[config.mk]
export PLATFORM = sky130hd
export DESIGN_NAME = seq_gen
export DESIGN_NICKNAME = d
export VERILOG_FILES = /design/src/rtl/seq_pkg.sv /design/src/rtl/seg7_hex.sv /design/src/rtl/seq_gen.sv
export SDC_FILE = /design/constraint.sdc
export NUM_CORES = 1
export LEC_CHECK = 0
export BUFFER_PORTS_ARGS = -buffer_cell sky130_fd_sc_hd__buf_2
export CAP_MARGIN = 10
export CORE_ASPECT_RATIO = 1.75
export CORE_MARGIN = 4
export CORE_UTILIZATION = 52
export CTS_BUF_LIST = sky130_fd_sc_hd__clkbuf_4
export DETAILED_ROUTE_END_ITERATION = 8
export PLACE_DENSITY_LB_ADDON = 0.3
export SKIP_CTS_REPAIR_TIMING = 1
export SLEW_MARGIN = 20
export SYNTH_ARGS = -nofsm -noshare
export SYNTH_HDL_FRONTEND = slang
export SYNTH_HIERARCHICAL = 1
export SYNTH_SLANG_ARGS = --single-unit
[constraint.sdc]
create_clock -name clk -period 5.5 [get_ports clk]
set_input_delay 0.55 -clock clk [delete_from_list [all_inputs] [get_ports clk]]
set_output_delay 0.55 -clock clk [all_outputs]
set_load 0.02 [all_outputs]
[src/rtl/seq_pkg.sv]
// Shared types and constants for the serial pattern generator and its hex display.
package seq_pkg;

  typedef enum logic [1:0] {
    IDLE  = 2'd0,
    SHIFT = 2'd1,
    DONE  = 2'd2
  } state_e;

  localparam logic IDLE_LVL = 1'b1;

  // Active-low {a,b,c,d,e,f,g}
  localparam logic [6:0] SEG_0 = 7'b0000001;
  localparam logic [6:0] SEG_1 = 7'b1001111;
  localparam logic [6:0] SEG_2 = 7'b0010010;
  localparam logic [6:0] SEG_3 = 7'b0000110;
  localparam logic [6:0] SEG_4 = 7'b1001100;
  localparam logic [6:0] SEG_5 = 7'b0100100;
  localparam logic [6:0] SEG_6 = 7'b0100000;
  localparam logic [6:0] SEG_7 = 7'b0001111;
  localparam logic [6:0] SEG_8 = 7'b0000000;
  localparam logic [6:0] SEG_9 = 7'b0000100;
  localparam logic [6:0] SEG_A = 7'b0001000;
  localparam logic [6:0] SEG_B = 7'b1100000;
  localparam logic [6:0] SEG_C = 7'b0110001;
  localparam logic [6:0] SEG_D = 7'b1000010;
  localparam logic [6:0] SEG_E = 7'b0110000;
  localparam logic [6:0] SEG_F = 7'b0111000;

endpackage

[src/rtl/seg7_hex.sv]
// Combinational hex-to-seven-segment decoder, active-low outputs {a,b,c,d,e,f,g}.
module seg7_hex
  import seq_pkg::*;
(
  input  logic [3:0] hex_i,
  output logic [6:0] seg_o
);

  always_comb begin
    seg_o = SEG_0;
    case (hex_i)
      4'h0: seg_o = SEG_0;
      4'h1: seg_o = SEG_1;
      4'h2: seg_o = SEG_2;
      4'h3: seg_o = SEG_3;
      4'h4: seg_o = SEG_4;
      4'h5: seg_o = SEG_5;
      4'h6: seg_o = SEG_6;
      4'h7: seg_o = SEG_7;
      4'h8: seg_o = SEG_8;
      4'h9: seg_o = SEG_9;
      4'hA: seg_o = SEG_A;
      4'hB: seg_o = SEG_B;
      4'hC: seg_o = SEG_C;
      4'hD: seg_o = SEG_D;
      4'hE: seg_o = SEG_E;
      4'hF: seg_o = SEG_F;
    endcase
  end

endmodule

[src/rtl/seq_gen.sv]
// Serial test-pattern generator: shifts a latched pattern out MSB-first, one bit per DIV clocks.
// Define SEQ_GEN_SEG_EN to build the registered seven-segment display of bit_idx.
module seq_gen
  import seq_pkg::*;
#(
  parameter int unsigned DIV    = 20000000,
  parameter int unsigned MAXLEN = 16
) (
  input  logic              clk,
  input  logic              rst,
  input  logic              start,
  input  logic              stop,
  input  logic [MAXLEN-1:0] pattern,
  input  logic [4:0]        len,
  input  logic              loop_en,
  output logic              x_out,
  output logic              valid,
  output logic              busy,
  output logic              done,
  output logic [3:0]        bit_idx,
  output logic [6:0]        seg
);

  localparam int unsigned PW = $clog2(DIV);
  localparam logic [PW-1:0] PRELOAD = PW'(DIV - 1);

  state_e            state_q, state_d;
  logic [MAXLEN-1:0] pat_q, pat_d;
  logic [4:0]        len_q, len_d;
  logic              loop_q, loop_d;
  logic              stop_q, stop_d;
  logic [PW-1:0]     presc_q, presc_d;
  logic [3:0]        idx_q, idx_d;
  logic              x_q, x_d;
  logic              valid_q, valid_d;
  logic              busy_q, busy_d;
  logic              done_q, done_d;
  logic              stop_pend;

  always_ff @(posedge clk) begin
    if (rst) begin
      state_q <= IDLE;
      pat_q   <= '0;
      len_q   <= '0;
      loop_q  <= 1'b0;
      stop_q  <= 1'b0;
      presc_q <= '0;
      idx_q   <= '0;
      x_q     <= IDLE_LVL;
      valid_q <= 1'b0;
      busy_q  <= 1'b0;
      done_q  <= 1'b0;
    end else begin
      state_q <= state_d;
      pat_q   <= pat_d;
      len_q   <= len_d;
      loop_q  <= loop_d;
      stop_q  <= stop_d;
      presc_q <= presc_d;
      idx_q   <= idx_d;
      x_q     <= x_d;
      valid_q <= valid_d;
      busy_q  <= busy_d;
      done_q  <= done_d;
    end
  end

  always_comb begin
    state_d   = state_q;
    pat_d     = pat_q;
    len_d     = len_q;
    loop_d    = loop_q;
    stop_d    = stop_q;
    presc_d   = presc_q;
    idx_d     = idx_q;
    x_d       = x_q;
    valid_d   = valid_q;
    busy_d    = busy_q;
    done_d    = 1'b0;
    stop_pend = stop_q | stop;

    case (state_q)
      IDLE: begin
        if (start && (len != 5'd0) && (len <= 5'(MAXLEN))) begin
          state_d = SHIFT;
          pat_d   = pattern;
          len_d   = len;
          loop_d  = loop_en;
          stop_d  = 1'b0;
          presc_d = PRELOAD;
          idx_d   = '0;
          x_d     = pattern[4'(len - 5'd1)];
          valid_d = 1'b1;
          busy_d  = 1'b1;
        end
      end

      SHIFT: begin
        stop_d = stop_pend;
        if (presc_q != '0) begin
          presc_d = presc_q - PW'(1);
        end else if (stop_pend) begin
          state_d = DONE;
          stop_d  = 1'b0;
          x_d     = IDLE_LVL;
          valid_d = 1'b0;
          done_d  = 1'b1;
        end else if ({1'b0, idx_q} < (len_q - 5'd1)) begin
          // next bit is pattern[len-1-(idx+1)]
          idx_d   = idx_q + 4'd1;
          x_d     = pat_q[4'(len_q - 5'd2 - {1'b0, idx_q})];
          presc_d = PRELOAD;
        end else if (loop_q) begin
          idx_d   = '0;
          x_d     = pat_q[4'(len_q - 5'd1)];
          presc_d = PRELOAD;
        end else begin
          state_d = DONE;
          x_d     = IDLE_LVL;
          valid_d = 1'b0;
          done_d  = 1'b1;
        end
      end

      DONE: begin
        state_d = IDLE;
        busy_d  = 1'b0;
      end

      default: state_d = IDLE;
    endcase
  end

  assign x_out   = x_q;
  assign valid   = valid_q;
  assign busy    = busy_q;
  assign done    = done_q;
  assign bit_idx = idx_q;

`ifdef SEQ_GEN_SEG_EN
  logic [6:0] seg_d, seg_q;

  // Decode the next index so the display register lands in the same cycle as bit_idx.
  seg7_hex u_seg7_hex (
    .hex_i (idx_d),
    .seg_o (seg_d)
  );

  always_ff @(posedge clk) begin
    if (rst) seg_q <= SEG_0;
    else     seg_q <= seg_d;
  end

  assign seg = seg_q;
`else
  assign seg = '1;
`endif

endmodule

## Yosys cells after proc, flatten, opt, wreduce, memory -nomap -nowiden

Index checks and enable logic that the tools add are counted.

| storage, ports and cells | value |
|---|---|
| flip-flop bits (word level) | 58 |
| output and inout port bits | 15 |
| input bits | 26 |

| operators by class | value |
|---|---|
| add/subtract/negate cells | 6 |
| bitwise operators | 2 |
| order comparisons | 5 |
| multiplexer cells | 43 |
| equal/unequal tests | 10 |
| reductions and logical operators | 16 |

Operators with widths:

| operator | count |
|---|---|
| $mux W25 | 5 |
| $pmux W25 S2 | 1 |
| $reduce_bool A25 Y1 | 1 |
| $sub A25 B1 Y25 const B | 1 |
| $mux W4 | 5 |
| $mux W1 | 18 |
| $lt A4 B5 Y1 const B | 3 |
| $bmux W1 S4 | 3 |
| $ne A3 B3 Y1 const B | 4 |
| $mux W2 | 5 |
| $reduce_and A5 Y1 | 2 |
| $pmux W1 S2 | 4 |
| $pmux W4 S2 | 1 |
| $reduce_and A4 Y1 | 2 |
| $ne A2 B2 Y1 const B | 3 |
| $reduce_and A2 Y1 | 3 |
| $le A5 B5 Y1 const B | 1 |
| $lt A4 B5 Y1 | 1 |
| $reduce_bool A5 Y1 | 1 |
| $sub A5 B1 Y5 const B | 1 |
| $add A4 B1 Y4 const B | 1 |
| $ne A4 B4 Y1 const B | 1 |
| $pmux W2 S2 | 1 |
| $reduce_bool A2 Y1 | 2 |
| other kinds (11) | 12 |

## Longest topological paths before layout

| depth | value |
|---|---|
| depth in word-level cells | 8 |
| mapped depth | 12 |
| mapped depth without buffers | 11 |

## Worst setup path after synthesis

OpenSTA, ideal clock, no wires.

| path | value |
|---|---|
| path type | input-to-reg |
| start | input port len[0] |
| end | register presc_q[23] |
| setup slack | 2.757 ns |
| stages on the path | 10 |
| data arrival time | 2.670 ns |
| setup time | 0.072 ns |
| data required time | 5.428 ns |
| buffers on the path | 2 |
| cells stage by stage | clkbuf_1 -> inv_1 -> ha_1 -> nor3b_1 -> xnor2_1 -> a31o_2 -> clkbuf_1 -> nand2_1 -> or4_1 -> a21oi_1 |

| between the ends | value |
|---|---|
| word-level cells in the longest chain between the ends | 5 |

RTL lines:

| what | line | RTL |
|---|---|---|
| start: declaration | seq_gen.sv:14 | `input logic [4:0] len,` |
| branches (longest 2 deep; another with $le A5 B5 Y1) | n/a |  |
| $logic_and A1 B1 Y1 * | seq_gen.sv:84 | `if (start && (len != 5'd0) && (len <= 5'(MAXLEN))) begin` |
| $ne A2 B2 Y1 (no line) * | n/a |  |
| $reduce_and A4 Y1 (no line) * | n/a |  |
| end signal: assignment | seq_gen.sv:59 | `presc_q <= presc_d;` |
| end: declaration | seq_gen.sv:32 | `logic [PW-1:0] presc_q, presc_d;` |

Every way passes the cells marked *.
A chain may end at the register's enable or synchronous reset.

## Worst setup path after layout

| path | value |
|---|---|
| start | register presc_q[1] |
| end | register idx_q[2], in the netlist bit_idx[2] |

| between the ends | value |
|---|---|
| word-level cells in the longest chain between the ends | 3 |

RTL lines:

| what | line | RTL |
|---|---|---|
| $reduce_bool A25 Y1 | seq_gen.sv:100 | `if (presc_q != '0) begin` |
| $ne A2 B2 Y1 (no line) | n/a |  |
| $reduce_and A5 Y1 (no line) | n/a |  |
| end signal: assignment | seq_gen.sv:60 | `idx_q <= idx_d;` |
| end: declaration | seq_gen.sv:33 | `logic [3:0] idx_q, idx_d;` |

Every way passes these cells.

==> summary.txt <==
Setup path
  – WP data arrival: 3.58 ns
  – Crit path max fanout: 22
  – R2r endpoint: bit_idx[2]
  – R2R depth: 8
  – R2R Setup Slk: 2.27 ns
  – WS Path Type: reg -> reg
  – Crit. Startpoint: presc_q[1]
  – WP data required: 5.85 ns
  – Reg-to-Reg Start: presc_q[1]
  – Worst setup EP type: register
  – Startpoint type of the worst setup path: register

Routing
  – Starting DRC count in detailed routing: 191
  – Remaining antenna violation count: 0
  – DR WL/cell: 17.4 um
  – Final WL: 8.31 mm
  – # DRC: 0
  – Vias: 2,978
  – DR vias/cell: 6.23
  – First-pass iteration count of the detailed router: 7

Global routing
  – Overall fraction of global-route tracks in use: 0.219
  – Global route total overflow: 0
  – Initial antenna violation count: 0
  – Vias in the first global route: 2,952
  – Largest net degree at the start of global routing: 54
  – First-pass GRT wire length: 13.8 mm

CTS
  – Clk sinks: 58
  – Reg clk slew, reported paths: 0.11 ns
  – Root Driver: clkbuf_4
  – Total CTS buffers: 9
  – Clock Tree Buf Depth: 2
  – Worst-Skew Late Latency: 0.43 ns
  – Max H-tree Level: 3
  – CTS tree: yes

Yosys
  – Synth cell count leaders: dfxtp_1 (58), nor2_1 (44), mux2i_1 (25)
  – Area contributors post-synth: dfxtp_1 (34%), mux4_2 (8.5%), mux2i_1 (7.3%)
  – Fraction of post-synthesis cell area in the top cell type by area: 0.339
  – Mapped Cells: 368
  – Sequential share of the synthesized area: 0.339
  – Synth async-reset ratio: 0
  – #FFs+latches synth: 58
  – YS warnings: 6
  – Post-synthesis area per instance: 9.31 sq um
  – Ys flop type: dfxtp_1
  – Most frequent cell after synthesis: dfxtp_1
  – Number of flops mapped to enable cells by yosys: 0
  – Synth area leader: dfxtp_1
  – Cell area after synthesis: 0.00343 sq mm
  – Post-synthesis cell type count: 52

Timing
  – Rel. slew slack: 0.381
  – Hold Violations, Final: 0
  – Clock period minus worst slack: 3.23 ns
  – FMAX: 309 MHz
  – Final setup violation count: 0
  – Post-Route Skew: 0.0173 ns
  – Worst hold slack: 0.355 ns
  – RSZ-0062 raised after global routing: no
  – Slew Limit Fails: 0
  – Final TNS setup: 0 ns
  – Final period util: 0.588
  – Worst Max-Slew Pin Slew: 0.925 ns

Die
  – DIE HEIGHT: 115 um
  – Io pins: 41
  – Die Width: 69.4 um
  – Rows: 38
  – Die area: 0.00800 sq mm
  – Initial Util: 0.542
  – Core box area: 0.00632 sq mm

Power
  – Leakage power: 1.53 nW
  – PD cells: 311 mW/mm^2
  – Peak supply drop: 0.252 mV

Finish
  – Inserted Diodes: 0
  – Share of cells above drive strength 1: 0.196
  – Non-filler cells, final: 478
  – # fillers: 569
  – Area Growth Syn to Fin: 10.3%
  – Nets: 433

Worst hold path
  – Number of cells on the worst hold path: 3
  – Hold_sp: loop_en
  – Min-Delay Endpoint: loop_q
  – Hold/Removal Path Class: in -> reg

Place
  – Dpl cells: 462
  – Port Buf Inserts: 33
  – DP Wirelength: 6.13 mm
  – Placer Congestion: 0.826

Run status
  – Status: finished clean

Run
  – Max Cap Viol: 0
power breakdown:
part / switching [W] / internal (W) / leakage [nW]
sequential: 0.0000335 / 0.000450 / 0.476
combinational: 0.000136 / 0.000112 / 0.941
clock: 0.000165 / 0.000279 / 0.108
total: 0.000334 / 0.000841 / 1.53
per-layer routing:
metal,wire length (um),vias up,GRT usage
li1,-,1416,-
met1,2920,1435,0.215
met2,4620,96,0.411
met3,398,31,0.0472
met4,370,0,0.138
met5,0,-,0
cells by family after synthesis:
family          count (synthesis)  share of synthesized area
flops                          58                      0.339
mux                            39                      0.162
simple gates                  125                      0.203
buf+inv                        43                     0.0654
fa+ha+maj                      14                     0.0533
xor+xnor                        9                     0.0230
other cells                     1                    0.00109
compound gates                 79                      0.154
cell type report:
| cell class | count | area, sq um | share of cell area |
|---|---|---|---|
| Multi-Input combinational cell | 273 | 2070 | 0.548 |
| Clock inverter | 6 | 129 | 0.0341 |
| Clock buffer | 10 | 75.1 | 0.0199 |
| Tap cell | 80 | 100 | 0.0265 |
| Timing Repair Buffer | 36 | 188 | 0.0497 |
| Sequential cell | 58 | 1160 | 0.307 |
| Inverter | 15 | 56.3 | 0.0149 |
critical path: stages (launching register included):
cell and delay [ns]:
dfxtp_1 0.35, inv_1 0.07, ha_1 0.17, or3b_4 0.42
nor4_4 0.40, nand3_1 0.47, a211oi_4 0.86, o31ai_1 0.17
a211oi_1 0.24
sequential cells by signal, summed over array words and instances, names as in the netlist:
| signal | flops |
|---|---|
| done | 1 |
| loop_q | 1 |
| busy | 1 |
| stop_q | 1 |
| valid | 1 |
| pat_q | 16 |
| len_q | 5 |
| x_out | 1 |
| presc_q | 25 |
| state_q | 2 |
| bit_idx | 4 |
layout by cell type (no fill, tap or decap), types with 5 or more instances in the layout:
master     n
a21oi_1   20
buf_2     33
nand3_1   11
or3_1      8
inv_1     15
dfxtp_1   58
nand2_1   19
a311oi_1   5
nor3_1    10
nor2_1    44
conb_1     7
o21ai_0    8
xnor2_1    5
clkbuf_4  10
mux2i_1   25
or4_1      8
mux4_2    13
a211oi_1  12
a31oi_1   15
ha_1      13
o31ai_1    7
worst max-delay path by stage:
stage | to | slack, ns | cells after the start
2_1_floorplan | presc_q[23] | 2.76 | 10
3_3_place_gp | bit_idx[2] | 2.17 | 8
3_5_place_dp | bit_idx[2] | 2.02 | 8
4_1_cts | bit_idx[2] | 2.00 | 8
5_1_grt | bit_idx[2] | 2.03 | 8
6_report | bit_idx[2] | 2.27 | 8
per-stage QoR:
step,area [sq um],util,setup WS [ns],total power (W)
final,3780,0.598,2.27,0.00118
after floorplan,3450,-,2.76,0.000681
after global routing,3780,0.598,2.03,0.00123
after global placement,3570,0.564,2.17,0.000732
after detailed placement,3570,0.564,2.02,0.000739
after CTS,3770,0.597,2.00,0.00118
Power figures use the tool's default switching activity.
